[config.mk]
export PLATFORM = sky130hd
export DESIGN_NAME = pipe_adder
export DESIGN_NICKNAME = d
export VERILOG_FILES = /design/src/rtl/pipe_adder_pkg.sv /design/src/rtl/adder_chunk_stage.sv /design/src/rtl/pipe_adder.sv
export SDC_FILE = /design/constraint.sdc
export NUM_CORES = 1
export LEC_CHECK = 0
export CAP_MARGIN = 10
export CORE_UTILIZATION = 36
export DETAILED_ROUTE_END_ITERATION = 10
export GPL_TIMING_DRIVEN = 0
export HOLD_SLACK_MARGIN = 0.06
export MAX_ROUTING_LAYER = met4
export PLACE_DENSITY_LB_ADDON = 0.25
export SETUP_SLACK_MARGIN = 0.02
export SYNTH_ARGS = -nofsm -noshare
export SYNTH_HDL_FRONTEND = slang
export SYNTH_SLANG_ARGS = --single-unit
[constraint.sdc]
create_clock -name clk -period 9 [get_ports clk]
set_input_delay 1.8 -clock clk [delete_from_list [all_inputs] [get_ports clk]]
set_output_delay 1.8 -clock clk [all_outputs]
set_load 0.02 [all_outputs]
[src/rtl/pipe_adder_pkg.sv]
// Shared constants, types and elaboration helpers for the chunked pipelined adder.
package pipe_adder_pkg;

    localparam int unsigned DefaultWidth = 32;
    localparam int unsigned DefaultChunk = 8;

    typedef enum logic {
        OpAdd = 1'b0,
        OpSub = 1'b1
    } op_e;

    // Per-stage control record; data fields are sized in the module itself.
    typedef struct packed {
        logic valid;
    } stage_ctrl_t;

    function automatic bit chunk_cfg_ok(input int unsigned width, input int unsigned chunk);
        return (chunk >= 1) && (width >= chunk) && ((width % chunk) == 0);
    endfunction

    // Clamped to 1 so arrays stay legal while the configuration error is reported.
    function automatic int unsigned calc_stages(input int unsigned width,
                                                input int unsigned chunk);
        if (chunk == 0 || width < chunk) begin
            return 1;
        end
        return width / chunk;
    endfunction

endpackage

[src/rtl/adder_chunk_stage.sv]
// One CHUNK-bit registered slice adder: {cout, sum} <= a + b + cin when enabled.
module adder_chunk_stage #(
    parameter int unsigned CHUNK = 8
) (
    input  logic             clk,
    input  logic             rst,
    input  logic             en,
    input  logic [CHUNK-1:0] a,
    input  logic [CHUNK-1:0] b,
    input  logic             cin,
    output logic [CHUNK-1:0] sum,
    output logic             cout
);

    logic [CHUNK:0] add_d;
    logic [CHUNK:0] add_q;

    always_comb begin
        add_d = {1'b0, a} + {1'b0, b} + {{CHUNK{1'b0}}, cin};
    end

    always_ff @(posedge clk or posedge rst) begin
        if (rst) begin
            add_q <= '0;
        end else if (en) begin
            add_q <= add_d;
        end
    end

    assign sum  = add_q[CHUNK-1:0];
    assign cout = add_q[CHUNK];

endmodule

[src/rtl/pipe_adder.sv]
// Pipelined WIDTH-bit adder/subtractor: one CHUNK slice per stage, carry registered between
// stages, valid/ready on both sides with a single global advance enable.
module pipe_adder
    import pipe_adder_pkg::*;
#(
    parameter int unsigned WIDTH = DefaultWidth,
    parameter int unsigned CHUNK = DefaultChunk
) (
    input  logic             clk,
    input  logic             rst,
    input  logic             in_valid,
    output logic             in_ready,
    input  logic [WIDTH-1:0] in_a,
    input  logic [WIDTH-1:0] in_b,
    input  logic             in_cin,
    input  logic             in_sub,
    output logic             out_valid,
    input  logic             out_ready,
    output logic [WIDTH-1:0] out_sum,
    output logic             out_cout,
    output logic             out_ovf
);

    localparam int unsigned STAGES   = calc_stages(WIDTH, CHUNK);
    localparam int unsigned ResDepth = (STAGES > 1) ? STAGES - 1 : 1;

    if (!chunk_cfg_ok(WIDTH, CHUNK)) begin : g_cfg_err
        $error("pipe_adder: WIDTH must be a positive integer multiple of CHUNK");
    end

    logic adv;

    assign adv      = !out_valid || out_ready;
    assign in_ready = adv;

    // Operand preparation: subtraction is A + ~B + 1, carry-in ignored.
    logic [WIDTH-1:0] b_eff;
    logic             c0;

    always_comb begin
        b_eff = in_b;
        c0    = in_cin;
        unique case (op_e'(in_sub))
            OpAdd: begin
                b_eff = in_b;
                c0    = in_cin;
            end
            OpSub: begin
                b_eff = ~in_b;
                c0    = 1'b1;
            end
            default: begin
                b_eff = in_b;
                c0    = in_cin;
            end
        endcase
    end

    // Per-stage operands feeding each slice adder.
    logic [WIDTH-1:0] a_in    [STAGES];
    logic [WIDTH-1:0] b_in    [STAGES];
    logic             c_in    [STAGES];
    logic             v_in    [STAGES];
    // Completed sum slices below stage k (upper bits always zero).
    logic [WIDTH-1:0] sum_lo  [STAGES];
    // sum_lo plus this stage's freshly registered slice.
    logic [WIDTH-1:0] sum_asm [STAGES];
    logic [CHUNK-1:0] chunk_sum [STAGES];
    logic             c_out   [STAGES];
    stage_ctrl_t      ctrl_q  [STAGES];
    // Operands travelling skewed alongside the partial result.
    logic [WIDTH-1:0] a_res_q [ResDepth];
    logic [WIDTH-1:0] b_res_q [ResDepth];

    for (genvar k = 0; k < STAGES; k++) begin : g_stage
        if (k == 0) begin : g_head
            assign a_in[k]   = in_a;
            assign b_in[k]   = b_eff;
            assign c_in[k]   = c0;
            assign v_in[k]   = in_valid;
            assign sum_lo[k] = '0;
        end else begin : g_body
            assign a_in[k] = a_res_q[k-1];
            assign b_in[k] = b_res_q[k-1];
            assign c_in[k] = c_out[k-1];
            assign v_in[k] = ctrl_q[k-1].valid;

            logic [WIDTH-1:0] sum_lo_q;

            always_ff @(posedge clk or posedge rst) begin
                if (rst) begin
                    sum_lo_q <= '0;
                end else if (adv) begin
                    sum_lo_q <= sum_asm[k-1];
                end
            end

            assign sum_lo[k] = sum_lo_q;
        end

        adder_chunk_stage #(
            .CHUNK(CHUNK)
        ) u_chunk (
            .clk  (clk),
            .rst  (rst),
            .en   (adv),
            .a    (a_in[k][k*CHUNK +: CHUNK]),
            .b    (b_in[k][k*CHUNK +: CHUNK]),
            .cin  (c_in[k]),
            .sum  (chunk_sum[k]),
            .cout (c_out[k])
        );

        assign sum_asm[k] = sum_lo[k] | (WIDTH'(chunk_sum[k]) << (k * CHUNK));

        // Valid bits shift with the data so bubbles are held, never squeezed.
        always_ff @(posedge clk or posedge rst) begin
            if (rst) begin
                ctrl_q[k] <= '0;
            end else if (adv) begin
                ctrl_q[k].valid <= v_in[k];
            end
        end

        if (k < STAGES - 1) begin : g_res
            always_ff @(posedge clk or posedge rst) begin
                if (rst) begin
                    a_res_q[k] <= '0;
                    b_res_q[k] <= '0;
                end else if (adv) begin
                    a_res_q[k] <= a_in[k];
                    b_res_q[k] <= b_in[k];
                end
            end
        end
    end

    if (STAGES == 1) begin : g_no_res
        assign a_res_q[0] = '0;
        assign b_res_q[0] = '0;
    end

    // Operand MSB parity of the top slice; with the sum MSB it yields the carry into the MSB.
    logic msb_xor_q;

    always_ff @(posedge clk or posedge rst) begin
        if (rst) begin
            msb_xor_q <= 1'b0;
        end else if (adv) begin
            msb_xor_q <= a_in[STAGES-1][WIDTH-1] ^ b_in[STAGES-1][WIDTH-1];
        end
    end

    logic c_into_msb;

    assign out_valid  = ctrl_q[STAGES-1].valid;
    assign out_sum    = sum_asm[STAGES-1];
    assign out_cout   = c_out[STAGES-1];
    assign c_into_msb = msb_xor_q ^ out_sum[WIDTH-1];
    assign out_ovf    = c_into_msb ^ out_cout;

endmodule

==> run metrics, run 1 <==
outcome finished, final reports clean; via count 6246; first-pass GRT wire length around 32000 µm; initial antenna violation count 0; Die X-Extent between 150 and 200 µm; Worst EP arrival 3.79 ns; Crit Path Category in -> out; latest clock arrival within the worst-skew pair 0.43 ns; clk_skew about 0.007 ns; final net count around 1.2k; Min-Delay Path Class reg -> reg; pre-CTS setup slack roughly 3.4 ns; Area growth syn-to-layout 24.31%; max cap viols 0; # IOs about 110; Total Wirelength about 20000 µm; Buf+Inv Stages, Crit Path 5; ANT nets after route 0; Final Non-Filler Cells 1350; commonest non-fill, non-tap cell in the layout nand2_1; most frequent cells in the layout nand2_1, dfrtp_1, clkdlybuf4s50_1, o21ai_0, xnor2_1; Root Buffer clkbuf_16; Initial Util 0.3687; antenna cells 0; Total Routing Usage GR 0.1817; CTS Sinks 185; CTS clock-pin slew for the worst setup and hold paths roughly 0.07 ns; leakage power 5.042 nW; share of layout cells above drive strength 1 0.06009; PwrDens 355.7 nW/µm²; total die area 23870 µm²; largest net degree at the start of global routing ~130; DRC violations left 0; Pwr Total 3.702 mW; cells along the critical path clkdlybuf4s50_1 -> nor2b_1 -> buf_2 -> inv_2 -> clkbuf_1 -> clkdlybuf4s50_1; Final Critical Period 5.593 ns; Bufs on Longest Clock Path 2; Post-Syn Area approximately 8400 µm²; CP peak stage delay around 0.73 ns; Wirelength per Cell about 15 µm; # fillers ~2.3k; vias in the first global route approximately 6.1k; DP HPWL approximately 14000 µm; sequential-to-total area share from yosys stat 0.5529; crit path from out_ready; Critical Path Slowest Stage Cell clkdlybuf4s50_1; Period Utilization, post-route 0.6214; average cell area after synthesis ~9 µm²; die span in y between 150 and 200 µm; Final Cell Area ~10000 µm²; Distinct cells, synth 30; Yosys top cell area share 0.5529; Synthesized Nets around 1.0k; 1st-iter DRT viols about 290; DR pass1 iterations 5; Ys Warns 0; crit-path max FO 10; FF+latch count, synth ~190; Core ar. roughly 23000 µm²; CTS tree yes; VDD IR max roughly 0.00014 V; final core occ 0.4583; RSZ-0062 raised after global routing false; total gr overflow 0; Final WS setup 3.407 ns; H-tree depth 4; Hold Crit Start ctrl_q[1]; GPL Wtd Cong roughly 0.81; Setup crit end kind output pin; drt via density around 4.6; final hold vios 0; post-synth top area cell dfrtp_1; critical path's top delay family buffers and inverters; port bufs between 100 and 150; CTS Buf Count 17; top post-synthesis cells by area dfrtp_1, nand2_1, ha_1, o21ai_0, xnor2_1; Site Rows 55; most used cell, CP clkdlybuf4s50_1; worst hold slack approximately 0.47 ns; Slew Limit Headroom 0.5058; Post-CTS Setup Repair Bufs 0; CP Data Required Time between 7 and 8 ns; Sum Neg Setup Slack 0 ns; CP Launch Type input pin; cts repair resizes 0; f_max 178.8 MHz; final setup fails 0; R2R Path Start a_in[48]; Slew Limit Fails 0; Placed Area between 9000 and 10000 µm²; hold_buf cts 0; measured slew at the worst slew-check pin around 0.74 ns; Post-Syn Instances 928; placed cell count around 1.3k
==> cell families after synthesis <==
logic type | after synthesis | share of synthesized area
buffers and inverters | 66 | 0.03586
xor gates and xnor gates | 52 | 0.05439
DFF | 185 | 0.5529
adders and majority gates | 36 | 0.06097
AOI/OAI and AO/OA | 111 | 0.07591
and+or+nand+nor | 478 | 0.2200
==> power by group <==
| group | internal [mW] | switching, mW | leakage [nW] |
|---|---|---|---|
| Combinational | 0.637 | 0.869 | 2.52 |
| Clock | 0.425 | 0.345 | 0.285 |
| Sequential | 1.20 | 0.223 | 2.24 |
==> final timing paths <==
check	end	slack, ns	cells after the start
max in group asynchronous	g_stage[3].g_body.sum_lo_q[14]	6.22	3
setup / recovery	in_ready	3.41	6
min in group asynchronous	g_stage[3].g_body.sum_lo_q[2]	1.77	2
hold reg to reg	ctrl_q[1]	0.47	2
setup reg to reg	g_stage[2].u_chunk.add_q[6]	6.62	7
hold / removal	ctrl_q[1]	0.47	2
==> tightest hold or removal path: stages, from the launching register on <==
cell     delay (ns)
dfrtp_1        0.34
nand2_1        0.05
nand2_1        0.05
==> metal layers <==
metal  vias up  track usage  part of all wire
li1       3196            -                 -
met1      2912       0.2451              0.49
met2       126       0.2846              0.46
met3        12      0.03474             0.037
met4         0      0.04008            0.0081
met5         -            -                 0
==> cell usage after synthesis (all sizes together) <==
cell type	number
a41oi	1
dfrtp	185
a21o	6
o211ai	3
or2	2
a21oi	20
nand2b	3
a31oi	4
o31a	1
xnor2	30
o21bai	4
o21a	2
or3	3
nand2	441
buf	30
nor3	12
clkbuf	23
o21ai	59
o311a	1
inv	13
a211oi	10
nor2b	2
nor2	15
xor2	22
ha	28
fa	8
==> final cells by class <==
cell class / count / area [µm²] / share of cell area
sequential: 185 / 4629 / 0.4448
multi-input combinational: 677 / 3443 / 0.3308
timing repair buffer: 105 / 1069 / 0.1027
clock buffer: 18 / 439.2 / 0.04219
tap: 285 / 356.6 / 0.03426
buffer: 53 / 251.5 / 0.02416
clock inverter: 14 / 163.9 / 0.01575
inverter: 13 / 56.30 / 0.005409
==> registers in the layout, indices dropped and copies added, names as in the netlist <==
signal,count
g_stage.g_body.sum_lo_q,48
out_valid,1
g_stage.u_chunk.add_q,36
ctrl_q,3
msb_xor_q,1
b_in,48
a_in,48
Power figures use the tool's default switching activity.
==> run 2: changes to the inputs <==
clock period = 4.86 ns   (was 9 ns; I/O delays follow)
==> run 2 against run 1 <==
  * Clock power up 86%
  * Final area up 0.66%
  * Clock skew down 0.0010 ns
  * Cell count up 0.22%
  * First-iteration DRC count up 14%
  * Register-to-register slack worse by 4.1 ns
  * Wire length up 2.3%
  * Die area unchanged
  * Combinational power up 83%
  * Non-clock buffer count up 4
  * Global-route usage up 0.27 points
  * Largest cell class unchanged
  * Hold slack worse by 0.0018 ns
==> run metrics, run 2 (synthesized netlist as in run 1, its figures left out) <==
CTS clock-pin slew for the worst setup and hold paths 0.06 ns (about the same); CP Capture Point in_ready; port bufs 104 (unchanged); ANT nets after route 0 (unchanged); Post-CTS Setup Repair Bufs 0 (unchanged); total die area 23870 µm² (unchanged); CP Launch Type input pin; initial antenna violation count 0 (unchanged); Final Critical Period ~4.0 ns; DP HPWL 15320 µm (+7.8%); cells along the critical path clkdlybuf4s50_1 -> nor2b_1 -> buf_2 -> inv_2 -> clkbuf_1 -> clkdlybuf4s50_1; DRC violations left 0 (unchanged); Period Utilization, post-route 0.8219; max cap viols 0 (unchanged); f_max between 200 and 300 MHz; Placed Area 9874 µm² (+0.70%); Critical Path Slowest Stage Cell clkdlybuf4s50_1; Setup crit end kind output pin; vias in the first global route 6240 (+2.6%); commonest non-fill, non-tap cell in the layout nand2_1; CTS Buf Count 17 (unchanged); Slew Limit Fails 0 (unchanged); Final WS setup 0.8654 ns (-2.542 ns); total gr overflow 0 (unchanged); leakage power 5.067 nW (+0.50%); reg2reg end g_stage[2].u_chunk.add_q[6]; final setup fails 0 (unchanged); Crit Path Category in -> out; VDD IR max 0.0003060 V (+120%); latest clock arrival within the worst-skew pair 0.44 ns (about the same); most used cell, CP clkdlybuf4s50_1; die span in y 154.5 µm (unchanged); final core occ 0.4614 (+0.003030); via count 6270 (+0.38%); measured slew at the worst slew-check pin 0.7991 ns (+0.05780 ns); Wirelength per Cell 14.90 µm (+2.0%); drt via density 4.634 (+0.16%); Final Cell Area 10480 µm² (+0.66%); antenna cells 0 (unchanged); Total Routing Usage GR 0.1845 (+0.002745); 1st-iter DRT viols 324 (+14%); most frequent cells in the layout nand2_1, dfrtp_1, clkdlybuf4s50_1, o21ai_0, xnor2_1; Pwr Total 6.846 mW (+85%); Min-Delay Path Class reg -> reg; final hold vios 0 (unchanged); Total Wirelength 20160 µm (+2.3%); share of layout cells above drive strength 1 0.06086 (+0.0007675); Core ar. 22710 µm² (unchanged); GPL Wtd Cong 0.8248 (+1.7%); PwrDens 653.4 nW/µm² (+84%); # IOs 106 (unchanged); Sum Neg Setup Slack 0 ns (unchanged); crit-path max FO 10 (unchanged); R2R Path Start a_in[48]; CP peak stage delay 0.74 ns (about the same); crit path from out_ready; hold_buf cts 0 (unchanged); DR pass1 iterations 5 (unchanged); cts repair resizes 0 (unchanged); outcome finished, final reports clean; CTS tree yes; Bufs on Longest Clock Path 2 (unchanged); RSZ-0062 raised after global routing false; largest net degree at the start of global routing 36 (-72%); CTS Sinks 185 (unchanged); r2r worst-path depth 7 (unchanged); Slew Limit Headroom 0.4661 (-0.03965); worst reg2reg setup slack 2.54 ns (-4.08 ns); pre-CTS setup slack 0.8310 ns (-2.535 ns); Die X-Extent 154.5 µm (unchanged); Area growth syn-to-layout 25.13%; Site Rows 55 (unchanged); final net count 1162 (+0.35%); Worst EP arrival 3.02 ns (-0.77 ns); first-pass GRT wire length 32770 µm (+1.9%); CP Data Required Time 3.89 ns (-3.31 ns); H-tree depth 4 (unchanged); Initial Util 0.3687 (unchanged); clk_skew 0.006109 ns (-0.001021 ns); Root Buffer clkbuf_16
==> run 2: changes by cell type in the layout (fill, tap and decap cells not counted), sizes merged <==
cell,previous run,this run
clkinv,2,1
clkbuf,41,44
buf,31,35
inv,19,14
bufinv,2,3
clkinvlp,4,5
==> run 2: metrics by stage <==
stage	hold WS, ns	instances
floorplan	0.4300	928
global placement	0.4495	1317
detailed placement	0.4552	1322
CTS	0.4708	1353
global route	0.4837	1353
finish	0.4632	1353
==> run 2: layout make-up <==
cell class | instances | area, µm²
fillers | 2295 | 12230
flip-flops and latches | 185 | 4629
multi-input cells | 677 | 3443
repair buffers | 109 | 1141
clock buffers | 21 | 460.4
well taps | 285 | 356.6
plain buffers | 53 | 251.5
clock inverters | 10 | 142.6
inverters | 13 | 52.55
==> run 2: worst min-delay path by stage <==
| stage | startpoint | endpoint | slack (ns) | cells after the start |
|---|---|---|---|---|
| 2_1_floorplan | ctrl_q[1] | ctrl_q[1] | 0.43 | 2 |
| 3_3_place_gp | b_in[61] | b_in[61] | 0.45 | 2 |
| 3_5_place_dp | a_in[84] | a_in[84] | 0.46 | 2 |
| 4_1_cts | a_in[84] | a_in[84] | 0.47 | 2 |
| 5_1_grt | g_stage[2].g_body.sum_lo_q[4] | g_stage[2].g_body.sum_lo_q[4] | 0.48 | 2 |
| 6_report | g_stage[3].g_body.sum_lo_q[9] | g_stage[3].g_body.sum_lo_q[9] | 0.46 | 2 |
==> run 2: report_power, final <==
group          switching (mW)  total (mW)  internal (mW)  leakage, nW
registers               0.429        2.66           2.23         2.24
clock network           0.594        1.43          0.836        0.282
logic                    1.58        2.76           1.18         2.55
==> run 2: layer usage <==
metal	track usage	share of wire	vias up
met5	-	0	-
li1	-	-	3191
met1	0.2437	0.48	2936
met2	0.2941	0.47	128
met3	0.02746	0.036	15
met4	0.05516	0.011	0
==> run 2: worst max-delay path, delay by kind of cell <==
family / cells / cell delay [ns]
simple gates: 1 / 0.04
buf+inv: 5 / 2.01
==> run 3: changes to the inputs <==
clock period = 3.5 ns   (was 4.86 ns; I/O delays follow)
==> run 3 against run 2 <==
  * Die area unchanged
  * Hold slack is essentially flat
  * Clock power grew 38%
  * Critical path type unchanged
  * Sequential power rose by 39%
  * Register-to-register slack got worse by 1.4 ns
  * Count of clock-buffer cells in the layout stayed put
  * Cell count is essentially flat
  * Final area barely moved
==> run metrics, run 3 (synthesized netlist as in run 1, its figures left out) <==
via count 6271 (+0.016%); Area growth syn-to-layout 25.09% (about the same); Slew Limit Headroom 0.4654 (-0.0006820); Slew Limit Fails 0 (unchanged); reg2reg end g_stage[2].u_chunk.add_q[6]; # fillers 2294 (-0.044%); ANT nets after route 0 (unchanged); die span in y 154.5 µm (unchanged); drt via density 4.638 (about the same); placed cell count 1322 (unchanged); total gr overflow 0 (unchanged); DR pass1 iterations 5 (unchanged); r2r worst-path depth 7 (unchanged); final core occ 0.4612 (about the same); 1st-iter DRT viols 326 (+0.62%); vias in the first global route 6235 (-0.080%); Final WS setup 0.4746 ns (-0.3908 ns); worst reg2reg setup slack 1.18 ns (-1.36 ns); Total Wirelength 20150 µm (about the same); Min-Delay Path Class reg -> reg; outcome finished, final reports clean; Bufs on Longest Clock Path 2 (unchanged); first-pass GRT wire length 32710 µm (-0.17%); Wirelength per Cell 14.90 µm (about the same); PwrDens 907.5 nW/µm² (+39%); final setup fails 0 (unchanged); share of layout cells above drive strength 1 0.06092 (about the same); Min-Delay Path Depth 2 (unchanged); initial antenna violation count 0 (unchanged); Worst EP arrival 2.33 ns (-0.69 ns); most frequent cells in the layout nand2_1, dfrtp_1, clkdlybuf4s50_1, o21ai_0, xnor2_1; GPL Wtd Cong 0.8248 (unchanged); CTS tree yes; Core ar. 22710 µm² (unchanged); DRC violations left 0 (unchanged); Hold Crit Start g_stage[3].g_body.sum_lo_q[9]; Pwr Total 9.505 mW (+39%); Placed Area 9874 µm² (unchanged); Crit Path Category in -> out; measured slew at the worst slew-check pin 0.8002 ns (+0.001020 ns); f_max approximately 330 MHz; Total Routing Usage GR 0.1840 (-0.0004422); pre-CTS setup slack 0.01505 ns (-0.8160 ns); Final Non-Filler Cells 1352 (-0.074%); Period Utilization, post-route 0.8644; Root Buffer clkbuf_16; leakage power 5.066 nW (about the same); VDD IR max 0.0004239 V (+39%); CTS Buf Count 17 (unchanged); Die X-Extent 154.5 µm (unchanged); total die area 23870 µm² (unchanged); largest net degree at the start of global routing 36 (unchanged); R2R Path Start a_in[48]; CP Launch Type input pin; CTS clock-pin slew for the worst setup and hold paths 0.06 ns (about the same); CTS Sinks 185 (unchanged); commonest non-fill, non-tap cell in the layout nand2_1; Setup crit end kind output pin; DP HPWL 15320 µm (unchanged); Post-CTS Setup Repair Bufs 0 (unchanged); # IOs 106 (unchanged); Final Critical Period just over 3 ns; CP Data Required Time 2.80 ns (-1.09 ns); antenna cells 0 (unchanged); Final Cell Area 10470 µm² (about the same); RSZ-0062 raised after global routing false; hold_buf cts 0 (unchanged); Site Rows 55 (unchanged); latest clock arrival within the worst-skew pair 0.44 ns (about the same); max cap viols 0 (unchanged); final hold vios 0 (unchanged); port bufs 104 (unchanged); Initial Util 0.3687 (unchanged); crit-path max FO 17 (+7); cts repair resizes 0 (unchanged); worst hold slack 0.4632 ns (-0.00001300 ns); Sum Neg Setup Slack 0 ns (unchanged); final net count 1161 (-0.086%); Hold Crit Endpoint g_stage[3].g_body.sum_lo_q[9]; H-tree depth 4 (unchanged); clk_skew 0.006420 ns (+0.0003105 ns)
## run 3: cell count changes in the layout (fill, tap and decap cells not counted)
cell and delta:
clkbuf_1 -1
## run 3: area by class of cell
type,instances,area (µm²),share of cell area
Buffer,52,247.7,0.02365
Clock buffer,21,460.4,0.04396
Clock inverter,10,142.6,0.01362
Inverter,13,52.55,0.005017
Multi-Input combinational cell,677,3443,0.3288
Sequential cell,185,4629,0.4420
Tap cell,285,356.6,0.03405
Timing Repair Buffer,109,1141,0.1089
## run 3: worst max-delay path, cell delays in order
cell             delay [ns]
clkdlybuf4s50_1        0.45
nor2b_1                0.04
buf_2                  0.15
inv_2                  0.29
clkdlybuf4s50_1        0.69
## run 3: how the worst max path moves through the flow
stage | startpoint | end | slack [ns] | depth (start not counted)
after floorplan | rst | a_in[24] | 0.42 | 1
after detailed placement | out_ready | in_ready | 0.02 | 6
after CTS | out_ready | in_ready | 0.46 | 5
final | out_ready | in_ready | 0.47 | 5
after global placement | rst | b_in[77] | -1.07 | 2
after global routing | in_sub | g_stage[0].u_chunk.add_q[8] | 0.38 | 11
## run 3: where the power goes
part | switching (mW) | internal [mW] | total (mW)
logic | 2.20 | 1.63 | 3.83
clock network | 0.824 | 1.16 | 1.98
registers | 0.597 | 3.10 | 3.69
total | 3.62 | 5.89 | 9.51
## run 3: routing by layer
layer  vias to the layer above  track usage  part of all wire
li1                       3194            -                 -
met1                      2921       0.2428              0.48
met2                       141       0.2937              0.47
met3                        15      0.02746             0.039
met4                         0      0.05516             0.011
met5                         -            -                 0
